===== src/rtl/mem_bus_arbiter_if.sv =====
// Bus between the per-core cache controllers and the shared memory-port arbiter.
interface mem_bus_arbiter_if #(
  parameter int unsigned NUM_REQ = 4
);
  localparam int unsigned IDW = $clog2(NUM_REQ);

  logic [NUM_REQ-1:0] req;
  logic [NUM_REQ-1:0] done;
  logic [NUM_REQ-1:0] gnt;
  logic [IDW-1:0]     gnt_id;
  logic               busy;
  logic               timeout;
  logic [IDW-1:0]     timeout_id;

  // Requester side: raises requests, observes grants
  modport master (
    output req, done,
    input  gnt, gnt_id, busy, timeout, timeout_id
  );

  // Arbiter side
  modport slave (
    input  req, done,
    output gnt, gnt_id, busy, timeout, timeout_id
  );
endinterface


===== src/rtl/mem_bus_arbiter.sv =====
// Round-robin arbiter for the shared memory port: one owner at a time, tenure
// bounded by MAX_HOLD cycles, one idle turnaround cycle between tenures.
module mem_bus_arbiter #(
  parameter int unsigned NUM_REQ  = 4,
  parameter int unsigned MAX_HOLD = 16
) (
  input logic              clk,
  input logic              rst,
  mem_bus_arbiter_if.slave bus
);
  localparam int unsigned IDW = $clog2(NUM_REQ);
  localparam int unsigned CW  = $clog2(MAX_HOLD + 1);

  typedef logic [IDW-1:0] id_t;
  typedef enum logic [1:0] {IDLE, GRANT, RELEASE} state_t;

  localparam logic [NUM_REQ-1:0] ONE_HOT0 = NUM_REQ'(1);

  state_t             state_q, state_n;
  logic [NUM_REQ-1:0] gnt_q, gnt_n;
  id_t                id_q, id_n;
  id_t                ptr_q, ptr_n;
  logic [CW-1:0]      cnt_q, cnt_n;
  logic               busy_q, busy_n;
  logic               to_q, to_n;
  id_t                toid_q, toid_n;

  id_t         win;
  id_t         sel;
  logic        found;
  logic        any_req;
  int unsigned idx;
  logic        limit;
  logic        owner_done;
  logic        owner_req;

  // Winner = first set req bit scanning upward from the rr pointer with wrap
  always_comb begin
    any_req = |bus.req;
    win     = '0;
    found   = 1'b0;
    idx     = 0;
    sel     = '0;
    for (int unsigned i = 0; i < NUM_REQ; i++) begin
      idx = (32'(ptr_q) + i) % NUM_REQ;
      sel = id_t'(idx);
      if (!found && bus.req[sel]) begin
        found = 1'b1;
        win   = sel;
      end
    end
  end

  // Next-state and registered-output values
  always_comb begin
    state_n    = state_q;
    gnt_n      = gnt_q;
    id_n       = id_q;
    ptr_n      = ptr_q;
    cnt_n      = cnt_q;
    to_n       = 1'b0;
    toid_n     = toid_q;
    limit      = (cnt_q == CW'(MAX_HOLD));
    owner_done = bus.done[id_q];
    owner_req  = bus.req[id_q];
    case (state_q)
      IDLE, RELEASE: begin
        if (any_req) begin
          state_n = GRANT;
          gnt_n   = ONE_HOT0 << win;
          id_n    = win;
          cnt_n   = CW'(1);
        end else begin
          state_n = IDLE;
          gnt_n   = '0;
          id_n    = '0;
          cnt_n   = '0;
        end
      end
      GRANT: begin
        if (owner_done || !owner_req || limit) begin
          state_n = RELEASE;
          gnt_n   = '0;
          id_n    = '0;
          cnt_n   = '0;
          ptr_n   = (id_q == id_t'(NUM_REQ - 1)) ? '0 : id_q + id_t'(1);
          // Only a tenure that ran out the clock with the owner still asking
          // counts as a timeout; done/req-drop on the limit cycle is normal.
          if (limit && !owner_done && owner_req) begin
            to_n   = 1'b1;
            toid_n = id_q;
          end
        end else begin
          cnt_n = cnt_q + CW'(1);
        end
      end
      default: begin
        state_n = IDLE;
        gnt_n   = '0;
        id_n    = '0;
        cnt_n   = '0;
      end
    endcase
    busy_n = |gnt_n;
  end

  // State and output registers with synchronous reset
  always_ff @(posedge clk) begin
    if (rst) begin
      state_q <= IDLE;
      gnt_q   <= '0;
      id_q    <= '0;
      ptr_q   <= '0;
      cnt_q   <= '0;
      busy_q  <= 1'b0;
      to_q    <= 1'b0;
      toid_q  <= '0;
    end else begin
      state_q <= state_n;
      gnt_q   <= gnt_n;
      id_q    <= id_n;
      ptr_q   <= ptr_n;
      cnt_q   <= cnt_n;
      busy_q  <= busy_n;
      to_q    <= to_n;
      toid_q  <= toid_n;
    end
  end

  assign bus.gnt        = gnt_q;
  assign bus.gnt_id     = id_q;
  assign bus.busy       = busy_q;
  assign bus.timeout    = to_q;
  assign bus.timeout_id = toid_q;
endmodule


===== src/flat_wrapper.sv =====
// flat-port wrapper written by rule: the top's interface ports become plain ports
module mem_bus_arbiter_flat 
#(
  parameter int unsigned NUM_REQ  = 4,
  parameter int unsigned MAX_HOLD = 16
)
  (clk, rst, bus_req, bus_done, bus_gnt, bus_gnt_id, bus_busy, bus_timeout, bus_timeout_id);
  mem_bus_arbiter_if #(.NUM_REQ(NUM_REQ)) bus_i ();
  input logic clk;
  input logic rst;
  input wire logic [$bits(bus_i.req)-1:0] bus_req;
  input wire logic [$bits(bus_i.done)-1:0] bus_done;
  output wire logic [$bits(bus_i.gnt)-1:0] bus_gnt;
  output wire logic [$bits(bus_i.gnt_id)-1:0] bus_gnt_id;
  output wire logic [$bits(bus_i.busy)-1:0] bus_busy;
  output wire logic [$bits(bus_i.timeout)-1:0] bus_timeout;
  output wire logic [$bits(bus_i.timeout_id)-1:0] bus_timeout_id;
  assign bus_i.req = bus_req;
  assign bus_i.done = bus_done;
  assign bus_gnt = bus_i.gnt;
  assign bus_gnt_id = bus_i.gnt_id;
  assign bus_busy = bus_i.busy;
  assign bus_timeout = bus_i.timeout;
  assign bus_timeout_id = bus_i.timeout_id;
  mem_bus_arbiter #(.NUM_REQ(NUM_REQ), .MAX_HOLD(MAX_HOLD)) u_core (.clk(clk), .rst(rst), .bus(bus_i));
endmodule

===== config.mk =====
export PLATFORM = sky130hd
export DESIGN_NAME = mem_bus_arbiter_flat
export DESIGN_NICKNAME = d
export VERILOG_FILES = /design/src/rtl/mem_bus_arbiter_if.sv /design/src/rtl/mem_bus_arbiter.sv /design/src/flat_wrapper.sv
export SDC_FILE = /design/constraint.sdc
export NUM_CORES = 1
export LEC_CHECK = 0
export CAP_MARGIN = 10
export CORE_MARGIN = 2
export CORE_UTILIZATION = 56
export CTS_BUF_LIST = sky130_fd_sc_hd__clkbuf_8
export DETAILED_ROUTE_END_ITERATION = 12
export HOLD_SLACK_MARGIN = 0.15
export MAX_ROUTING_LAYER = met4
export PLACE_DENSITY = 0.95
export SLEW_MARGIN = 20
export SYNTH_ARGS = -nofsm -noshare
export SYNTH_HDL_FRONTEND = slang
export SYNTH_SLANG_ARGS = --single-unit

===== constraint.sdc =====
create_clock -name clk -period 2.53 [get_ports clk]
set_input_delay 0.506 -clock clk [delete_from_list [all_inputs] [get_ports clk]]
set_output_delay 0.506 -clock clk [all_outputs]
set_load 0.05 [all_outputs]

; ---- Word-level counts from Yosys, hierarchy flattened
; Cells that the tools add are included.
[totals]
regBits = 19
inputBits = 10
output_inout_bits = 10
elab_cells = 78
[classes]
addsub = 5
order_cmp = 5
n_eq_ne = 5
shift = 1
mux = 33
bitwise_logic = 2
reduce_logical = 19
[op_table]
columns = op, n
row1 = $mux W2, 8
row2 = $lt A2 B3 Y1 const B, 5
row3 = $bmux W1 S2, 6
row4 = $mux W1, 12
row5 = $pmux W5 S2, 1
row6 = $mux W4, 2
row7 = $pmux W2 S2, 2
row8 = $pmux W4 S2, 1
row9 = $reduce_or A4 Y1, 2
row10 = $add A5 B1 Y5 const B, 1
row11 = $eq A5 B5 Y1 const B, 1
row12 = $logic_and A1 B1 Y1, 5
row13 = $logic_not A1 Y1, 5
row14 = $mux W5, 1
row15 = $add A2 B1 Y2 const B, 2
row16 = $add A2 B2 Y2 const B, 2
row17 = $eq A2 B2 Y1 const B, 2
row18 = $shl A1 B2 Y4 const A, 1
row19 = $reduce_and A3 Y1, 1
row20 = $reduce_or A3 Y1, 1
row21 = $eq A2 B1 Y1 const B, 1
row22 = $logic_not A2 Y1, 1
row23 = $logic_or A1 B1 Y1, 2
row24 = $ne A2 B1 Y1 const B, 1
row25 = other kinds (3), 4

; ---- Longest topological paths before layout
; Gate-level depths: netlist of run 1.
[depth]
depth_word = 16
ltp_mapped = 6

; ---- Worst setup path after synthesis of run 1
; No wires, ideal clock.
[synth_timing]
kind = register to register
from = register u_core.id_q[1] (netlist: u_core.bus.gnt_id[1])
to = register u_core.gnt_q[1] (netlist: u_core.bus.gnt[1])
setup_time_ps = 117
arrival_ps = 1794
required_ps = 2413
setup_slack_ps = 619
path_stages_with_launch = 5
n_path_buf = 1
synth_period_minus_slack_ps = 1911
path_cell_list = dfxtp_1 mux4_2 and4_4 buf_6 a22o_1
[synth_between]
elab_chain_cells = 7
word_cells_on_any_way = 9
classes_between = mux: 6 / reduce/logical: 3
[synth_lines]
columns = item, line_no
row1 = start: declaration, mem_bus_arbiter.sv:21  ; id_t id_q, id_n;
row2 = start signal: assignment, mem_bus_arbiter.sv:121  ; id_q <= id_n;
row3 = $bmux W1 S2, mem_bus_arbiter.sv:65  ; owner_req = bus.req[id_q];
row4 = $mux W1 (not written as such), mem_bus_arbiter.sv:65
row5 = $logic_not A1 Y1, mem_bus_arbiter.sv:81  ; if (owner_done || !owner_req || limit) begin
row6 = $logic_or A1 B1 Y1 (*) (2 in series), mem_bus_arbiter.sv:81
row7 = $mux W4 (*), mem_bus_arbiter.sv:81
row8 = $pmux W4 S2 (*), mem_bus_arbiter.sv:66  ; case (state_q)
row9 = end signal: assignment, mem_bus_arbiter.sv:120  ; gnt_q <= gnt_n;
row10 = end: declaration, mem_bus_arbiter.sv:20  ; logic [NUM_REQ-1:0] gnt_q, gnt_n;
; Every way passes the cells marked *; elsewhere a longest branch is shown, timed or not. The select of a mux whose other input is x is not followed.
; A chain may end at the register's enable or synchronous reset.

; ---- Final worst setup path of run 1
[layout_timing]
from = input bus_req[1]
to = register u_core.id_q[1] (netlist: u_core.bus.gnt_id[1])
[layout_between]
elab_chain_cells = 14
word_cells_on_any_way = 30
classes_between = eq/ne: 1 / mux: 19 / reduce/logical: 10
[layout_lines]
columns = item, line_no
row1 = start: declaration, flat_wrapper.sv:11  ; input wire logic [$bits(bus_i.req)-1:0] bus_req;
row2 = $bmux W1 S2, mem_bus_arbiter.sv:47  ; if (!found && bus.req[sel]) begin
row3 = $mux W1 (not written as such), mem_bus_arbiter.sv:47
row4 = $mux W1, mem_bus_arbiter.sv:47
row5 = $logic_not A1 Y1, mem_bus_arbiter.sv:47
row6 = $logic_and A1 B1 Y1, mem_bus_arbiter.sv:47
row7 = $mux W1, mem_bus_arbiter.sv:47
row8 = $logic_not A1 Y1, mem_bus_arbiter.sv:47
row9 = $logic_and A1 B1 Y1, mem_bus_arbiter.sv:47
row10 = $mux W1, mem_bus_arbiter.sv:47
row11 = $logic_not A1 Y1, mem_bus_arbiter.sv:47
row12 = $logic_and A1 B1 Y1, mem_bus_arbiter.sv:47
row13 = $mux W2, mem_bus_arbiter.sv:47
row14 = $mux W2, mem_bus_arbiter.sv:68  ; if (any_req) begin
row15 = $pmux W2 S2, mem_bus_arbiter.sv:66
; Several ways; a longest one is shown, not always the timed one. The select of a mux whose other input is x is not followed.

==> results of run 1 <==
==> flip-flops by register name, summed over array words and instances (netlist names) <==
signal,count
u_core.bus.gnt,4
u_core.bus.timeout,1
u_core.ptr_q,2
u_core.bus.timeout_id,2
u_core.state_q,2
u_core.bus.busy,1
u_core.cnt_q,5
u_core.bus.gnt_id,2
==> worst paths after layout <==
| path | startpoint | to | slack, ns | cells after the start |
|---|---|---|---|---|
| setup / recovery | bus_req[1] | u_core.bus.gnt_id[1] | 0.45 | 5 |
| hold / removal | u_core.bus.timeout_id[1] | u_core.bus.timeout_id[1] | 0.46 | 2 |
| setup reg to reg | u_core.cnt_q[0] | u_core.bus.timeout_id[0] | 0.78 | 5 |
| hold reg to reg | u_core.bus.timeout_id[1] | u_core.bus.timeout_id[1] | 0.46 | 2 |
==> layer usage <==
metal / GRT usage [%] / vias up
met3: 4.76 / 10
li1: - / 419
met4: 8.82 / 0
met2: 37.2 / 40
met1: 24.2 / 393
met5: - / -
==> placed cells by master, fill, tap and decap left out, types with 2 or more instances in the layout <==
cell type        instances
dfxtp_1                 19
inv_1                    3
o2bb2ai_1                2
mux2i_1                  2
a211oi_1                 2
clkdlybuf4s50_1         19
o21ai_0                  2
nor2b_1                  9
ha_1                     3
a21o_1                   2
nand2_1                  8
xnor2_1                  2
a21oi_1                  4
a311o_1                  2
nand3_1                  5
and2_1                   5
a22o_1                   3
nor2_1                   8
clkbuf_8                 3
==> cell families after synthesis <==
kind of cell | Yosys count
xor+xnor | 3
buf+inv | 7
fa+ha+maj | 3
mux | 3
simple gates | 45
compound gates | 24
flops | 19
==> worst max-delay path, stage by stage <==
cell and delay, ns:
clkdlybuf4s50_1 0.49, nor2b_1 0.16, mux4_2 0.57, and4_4 0.26, a22o_1 0.23
==> cell type report <==
| class | instances | area, um^2 |
|---|---|---|
| timing repair buffer | 19 | 190 |
| inverter | 4 | 15.0 |
| clock buffer | 3 | 41.3 |
| multi-input combinational | 78 | 548 |
| fill | 125 | 469 |
| sequential | 19 | 380 |
| tap | 17 | 21.3 |
| clock inverter | 1 | 5.00 |
==> through the flow <==
stage	power, mW	cell area [um^2]	worst slack [ns]
final	0.676	1200	0.449
after global routing	0.704	1200	0.382
after CTS	0.683	1200	0.438
after detailed placement	0.476	1150	0.181
after global placement	0.472	1150	0.244
after floorplan	0.432	970	0.619
==> where the power goes <==
part	leakage (nW)	internal [mW]	switching, mW	total (mW)
Clock	0.0255	0.109	0.0950	0.204
Combinational	0.275	0.0599	0.0793	0.139
Sequential	0.155	0.315	0.0175	0.333
Total	0.456	0.484	0.192	0.676
==> impl_results.md, run 1 <==
* Outcome: finished, final reports clean
* Placer Congestion at about 0.85
* Via density at 6.11
* Layout Skew at 0.00142 ns
* RSZ-0062 raised after global routing: no
* H-tree levels at 1
* Die area at 0.00208 mm^2
* Hold crit path type: reg2reg
* Layout Cells excl Fill at 141
* Post-synth top cells: 19 x dfxtp_1, 9 x nor2b_1, 8 x nand2_1, 8 x nor2_1
* Pin count of the biggest net entering global routing at 12
* Pwr dens at roughly 560 mW/mm^2
* Placed insts at 137
* Hold Slack at 0.457 ns
* Inserted Clock Buffers at 3
* Mux contribution to synthesized area at 4.39%
* Setup bufs post-CTS at 0
* Layout area overhead at 23.9%
* Std cell rows at 15
* Io pins at 20
* First-pass GRT wire length at 3110 um
* Synth unique cells at 39
* Max-cap violations at 0
* Critical Path Sink Type: flop
* Worst-path maximum fanout at 11
* Post-route clock period utilization at approximately 82%
* Topmost layer with routed signal wires: met4
* Clock slew at reported path FFs at 0.07 ns
* Antenna Cells at 0
* Hold buffers post-CTS at 0
* Syn Inst Count at 104
* Post-CTS resize count at 0
* Rel. slew slack at between 50% and 60%
* Final Hold Vio Count at 0
* Peak VDD IR at 373 uV
* Setup_tns at 0 ns
* WL met1 at ~840 um
* Count leader, synth: dfxtp_1
* Die Wd at 45.6 um
* Synth Register Bits at 19
* Clk_lat worst skew at 0.25 ns
* Seq/Total Area, Yosys at 39.2%
* Final nets at 138
* Mapped Area at 970 um^2
* Asr flop ratio synth at 0%
* DR WL/cell at 14.3 um
* GR Overflow Total at 0
* Port buffer count at 19
* Clock root buffer: clkbuf_8
* Synth area leaders: dfxtp_1 39%, nor2b_1 5.8%, ha_1 3.9%, and2_1 3.2%, nand2_1 3.1%
* Final Max Tran Viols at 0
* Synthesized area per cell at 9.32 um^2
* Endpoints failing setup at 0
* DRT iter0 DRCs at 18
* Largest family of logic cells by synthesized area: simple AND/OR/NAND/NOR gates
* Post-synthesis adder-cell area fraction at under 10%
* XOR/XNOR Fraction of Synth Area at 2.71%
* Startpoint types: input pin
* Starting Density at 58.1%
* Clock Tree Buf Depth at 2
* Post-DP HPWL at 1510 um
* Worst setup path class: in2reg
* Number of global-route vias before repair at 759
* CP required at around 2.7 ns
* Synth Area in Compound Gates at 19.1%
* Fmax at 0.481 GHz
* DIE HEIGHT at 45.6 um
* Synth warnings at 0
* Post-synth EDFFs at 0
* Syn nets at 117
* Post-DRT Antenna Nets at 0
* DRT Pass-1 Iters at 4
* Leakage at about 0.46 nW
* Yosys top cell area share at 39.2%
* GRT Util Overall at 21.7%
* TritonCTS clock tree: done
* Core Region at 0.00167 mm^2
* CP arrival at 2.23 ns
* Top FF cell, synth: dfxtp_1
* Initial antenna violation count at 0
* Share of cells above drive strength 1 at 8.06%
* # clock sinks at 19
* Final core occ at 71.9%
* WL met2 at 1000 um
* Worst slew pin tran at 0.694 ns
* Routed met3 length at 122 um
* Synth area leader: dfxtp_1
* Total wire length at 2010 um
* Vias at between 800 and 900
* Tmin final at ~2.1 ns
* Post-Synth Simple-Gate Area at a little over a quarter
* DRC at 0
Note: power is estimated with default switching activity, not from simulation.
==> run 2, diff against run 1 <==
- CORE_ASPECT_RATIO: unset -> 1.4
- CORE_UTILIZATION: 56 -> 47
- PLACE_DENSITY: 0.95 -> 0.88
- clock period: 2.53 -> 1.9 ns (I/O delays scaled with it)
==> impl_results.md, run 2 (same netlist as run 1, synthesis figures left out) <==
* Outcome: finished, final reports clean
* Slowest-stage cell, CP: mux4_2
* # clock sinks at 19 (unchanged)
* Rel. slew slack at 62.1% (+8.9 points)
* TritonCTS clock tree: done
* Final Max Tran Viols at 0 (unchanged)
* Std cell rows at 19 (+4)
* Post-DRT Antenna Nets at 0 (unchanged)
* Peak VDD IR at 469 uV (+26%)
* Pin count of the biggest net entering global routing at 11 (-1)
* DIE HEIGHT at 57.7 um (+27%)
* Via density at 5.95 (-2.6%)
* Worst slew pin tran at 0.561 ns (-0.132 ns)
* Worst path max stage delay at 0.55 ns (-0.02 ns)
* Initial antenna violation count at 0 (unchanged)
* Commonest non-fill, non-tap cell in the layout: dfxtp_1
* Internal power at 0.654 mW (+35%)
* Die area at 0.00245 mm^2 (+18%)
* Hold crit path type: reg2reg
* DRC at 0 (unchanged)
* H-tree levels at 1 (unchanged)
* Number of global-route vias before repair at 875 (+15%)
* Final core occ at 64.6% (-7.3 points)
* Final nets at 147 (+6.5%)
* Setup bufs post-CTS at 0 (unchanged)
* Die Wd at 42.4 um (-7.1%)
* Starting Density at 49.7% (-8.3 points)
* Worst setup path class: in2reg
* First-pass GRT wire length at 3720 um (+20%)
* Antenna Cells at 0 (unchanged)
* Filler instances at 161 (+29%)
* DR WL/cell at 14.2 um (-0.65%)
* Io pins at 20 (unchanged)
* Post-DP HPWL at 1670 um (+11%)
* Sw Pwr at 0.257 mW (+34%)
* Most frequent cells in the layout: 18 x dfxtp_1, 15 x buf_4, 13 x clkdlybuf4s50_1
* GR Overflow Total at 0 (unchanged)
* Placer Congestion at 0.885 (+4.6%)
* Tot Pwr at 0.911 mW (+35%)
* Final Hold Vio Count at 0 (unchanged)
* Clock slew at reported path FFs at 0.07 ns (about the same)
* Post-route clock period utilization at 97.9%
* Post-CTS resize count at 0 (unchanged)
* Pwr dens at 724 mW/mm^2 (+29%)
* Clock Tree Buf Depth at 2 (unchanged)
* CP cell instances: clkdlybuf4s50_1, nor2b_1, mux4_2, and4_4, a22o_1
* Total wire length at 2180 um (+8.5%)
* Leakage at 0.513 nW (+13%)
* Endpoints failing setup at 0 (unchanged)
* Tmin final at 1.86 ns
* GRT Util Overall at 19.9% (-1.8 points)
* Worst-path maximum fanout at 9 (-2)
* Net Sw Frac at 28.2% (-0.16 points)
* Vias at 917 (+6.4%)
* Inserted Clock Buffers at 3 (unchanged)
* CP arrival at 2.00 ns (-0.23 ns)
* Share of cells above drive strength 1 at 18.8% (+11 points)
* DRT Pass-1 Iters at 4 (unchanged)
* Layout area overhead at 29.8%
* Clk_lat worst skew at 0.25 ns (about the same)
* Seq pwr share at 48.8% (-0.4 points)
* Hold buffers post-CTS at 0 (unchanged)
* RSZ-0062 raised after global routing: no
* Hold Slack at 0.465 ns (+0.00818 ns)
* Logic pwr share at 21.9% (+1.3 points)
* DRT iter0 DRCs at 24 (+6)
* Fmax at 0.538 GHz
* Max reg flops at 5 (unchanged)
* Clock Power Share at 29.3% (-0.9 points)
* Critical Path Sink Type: flop
* Startpoint types: input pin
* Core Region at 0.00195 mm^2 (+17%)
* Layout Skew at 0.00477 ns (+0.00335 ns)
* CP required at 2.04 ns (-0.64 ns)
* Clock root buffer: clkbuf_8
* Port buffer count at 19 (unchanged)
* Max-cap violations at 0 (unchanged)
* Biggest register: u_core.cnt_q
-- run 2: worst max-delay path, delay by kind of cell --
family | cells | cell delay [ns]
buffers and inverters | 1 | 0.43
AO/OA/AOI/OAI | 1 | 0.23
AND/OR/NAND/NOR | 2 | 0.40
multiplexers | 1 | 0.55
-- run 2: final timing paths --
| check | endpoint | cells after the start | startpoint | slack [ns] |
|---|---|---|---|---|
| setup reg to reg | u_core.bus.gnt_id[1] | 3 | u_core.bus.gnt_id[1] | 0.27 |
| hold / removal | u_core.bus.timeout_id[0] | 2 | u_core.bus.timeout_id[0] | 0.47 |
| setup / recovery | u_core.bus.gnt_id[1] | 5 | bus_req[1] | 0.04 |
| hold reg to reg | u_core.bus.timeout_id[0] | 2 | u_core.bus.timeout_id[0] | 0.47 |
-- run 2: power groups by stage --
stage          Sequential (mW)  Combinational (mW)  Clock, mW
2_1_floorplan            0.483              0.0922          0
3_3_place_gp             0.451               0.194          0
3_5_place_dp             0.452               0.197          0
4_1_cts                  0.444               0.199      0.271
5_1_grt                  0.447               0.216      0.291
6_report                 0.444               0.200      0.267
-- run 2: layer usage --
metal  up-vias  part of all wire (%)  track usage, %
met5         -                     0               -
met1       420                    40            23.7
met4         0                   3.9            12.9
met3        10                   5.5            3.12
met2        49                    51            31.0
li1        438                     -               -
-- run 2: stage by stage --
step                area, um^2  TNS, ns  std cells  worst slack [ns]
floorplan                  971        0        104             0.167
global placement          1210    -1.66        150            -0.175
detailed placement        1210    -2.16        150            -0.219
CTS                       1260        0        154            0.0494
global route              1260        0        154           0.00550
finish                    1260        0        154            0.0404
-- run 2: layout make-up --
type | instances | area, um^2 | area share (%)
Inverter | 4 | 15.0 | 1.19
Sequential cell | 19 | 382 | 30.3
Tap cell | 21 | 26.3 | 2.09
Clock buffer | 3 | 41.3 | 3.28
Multi-Input combinational cell | 78 | 548 | 43.5
Clock inverter | 1 | 3.75 | 0.298
Timing Repair Buffer | 28 | 243 | 19.3
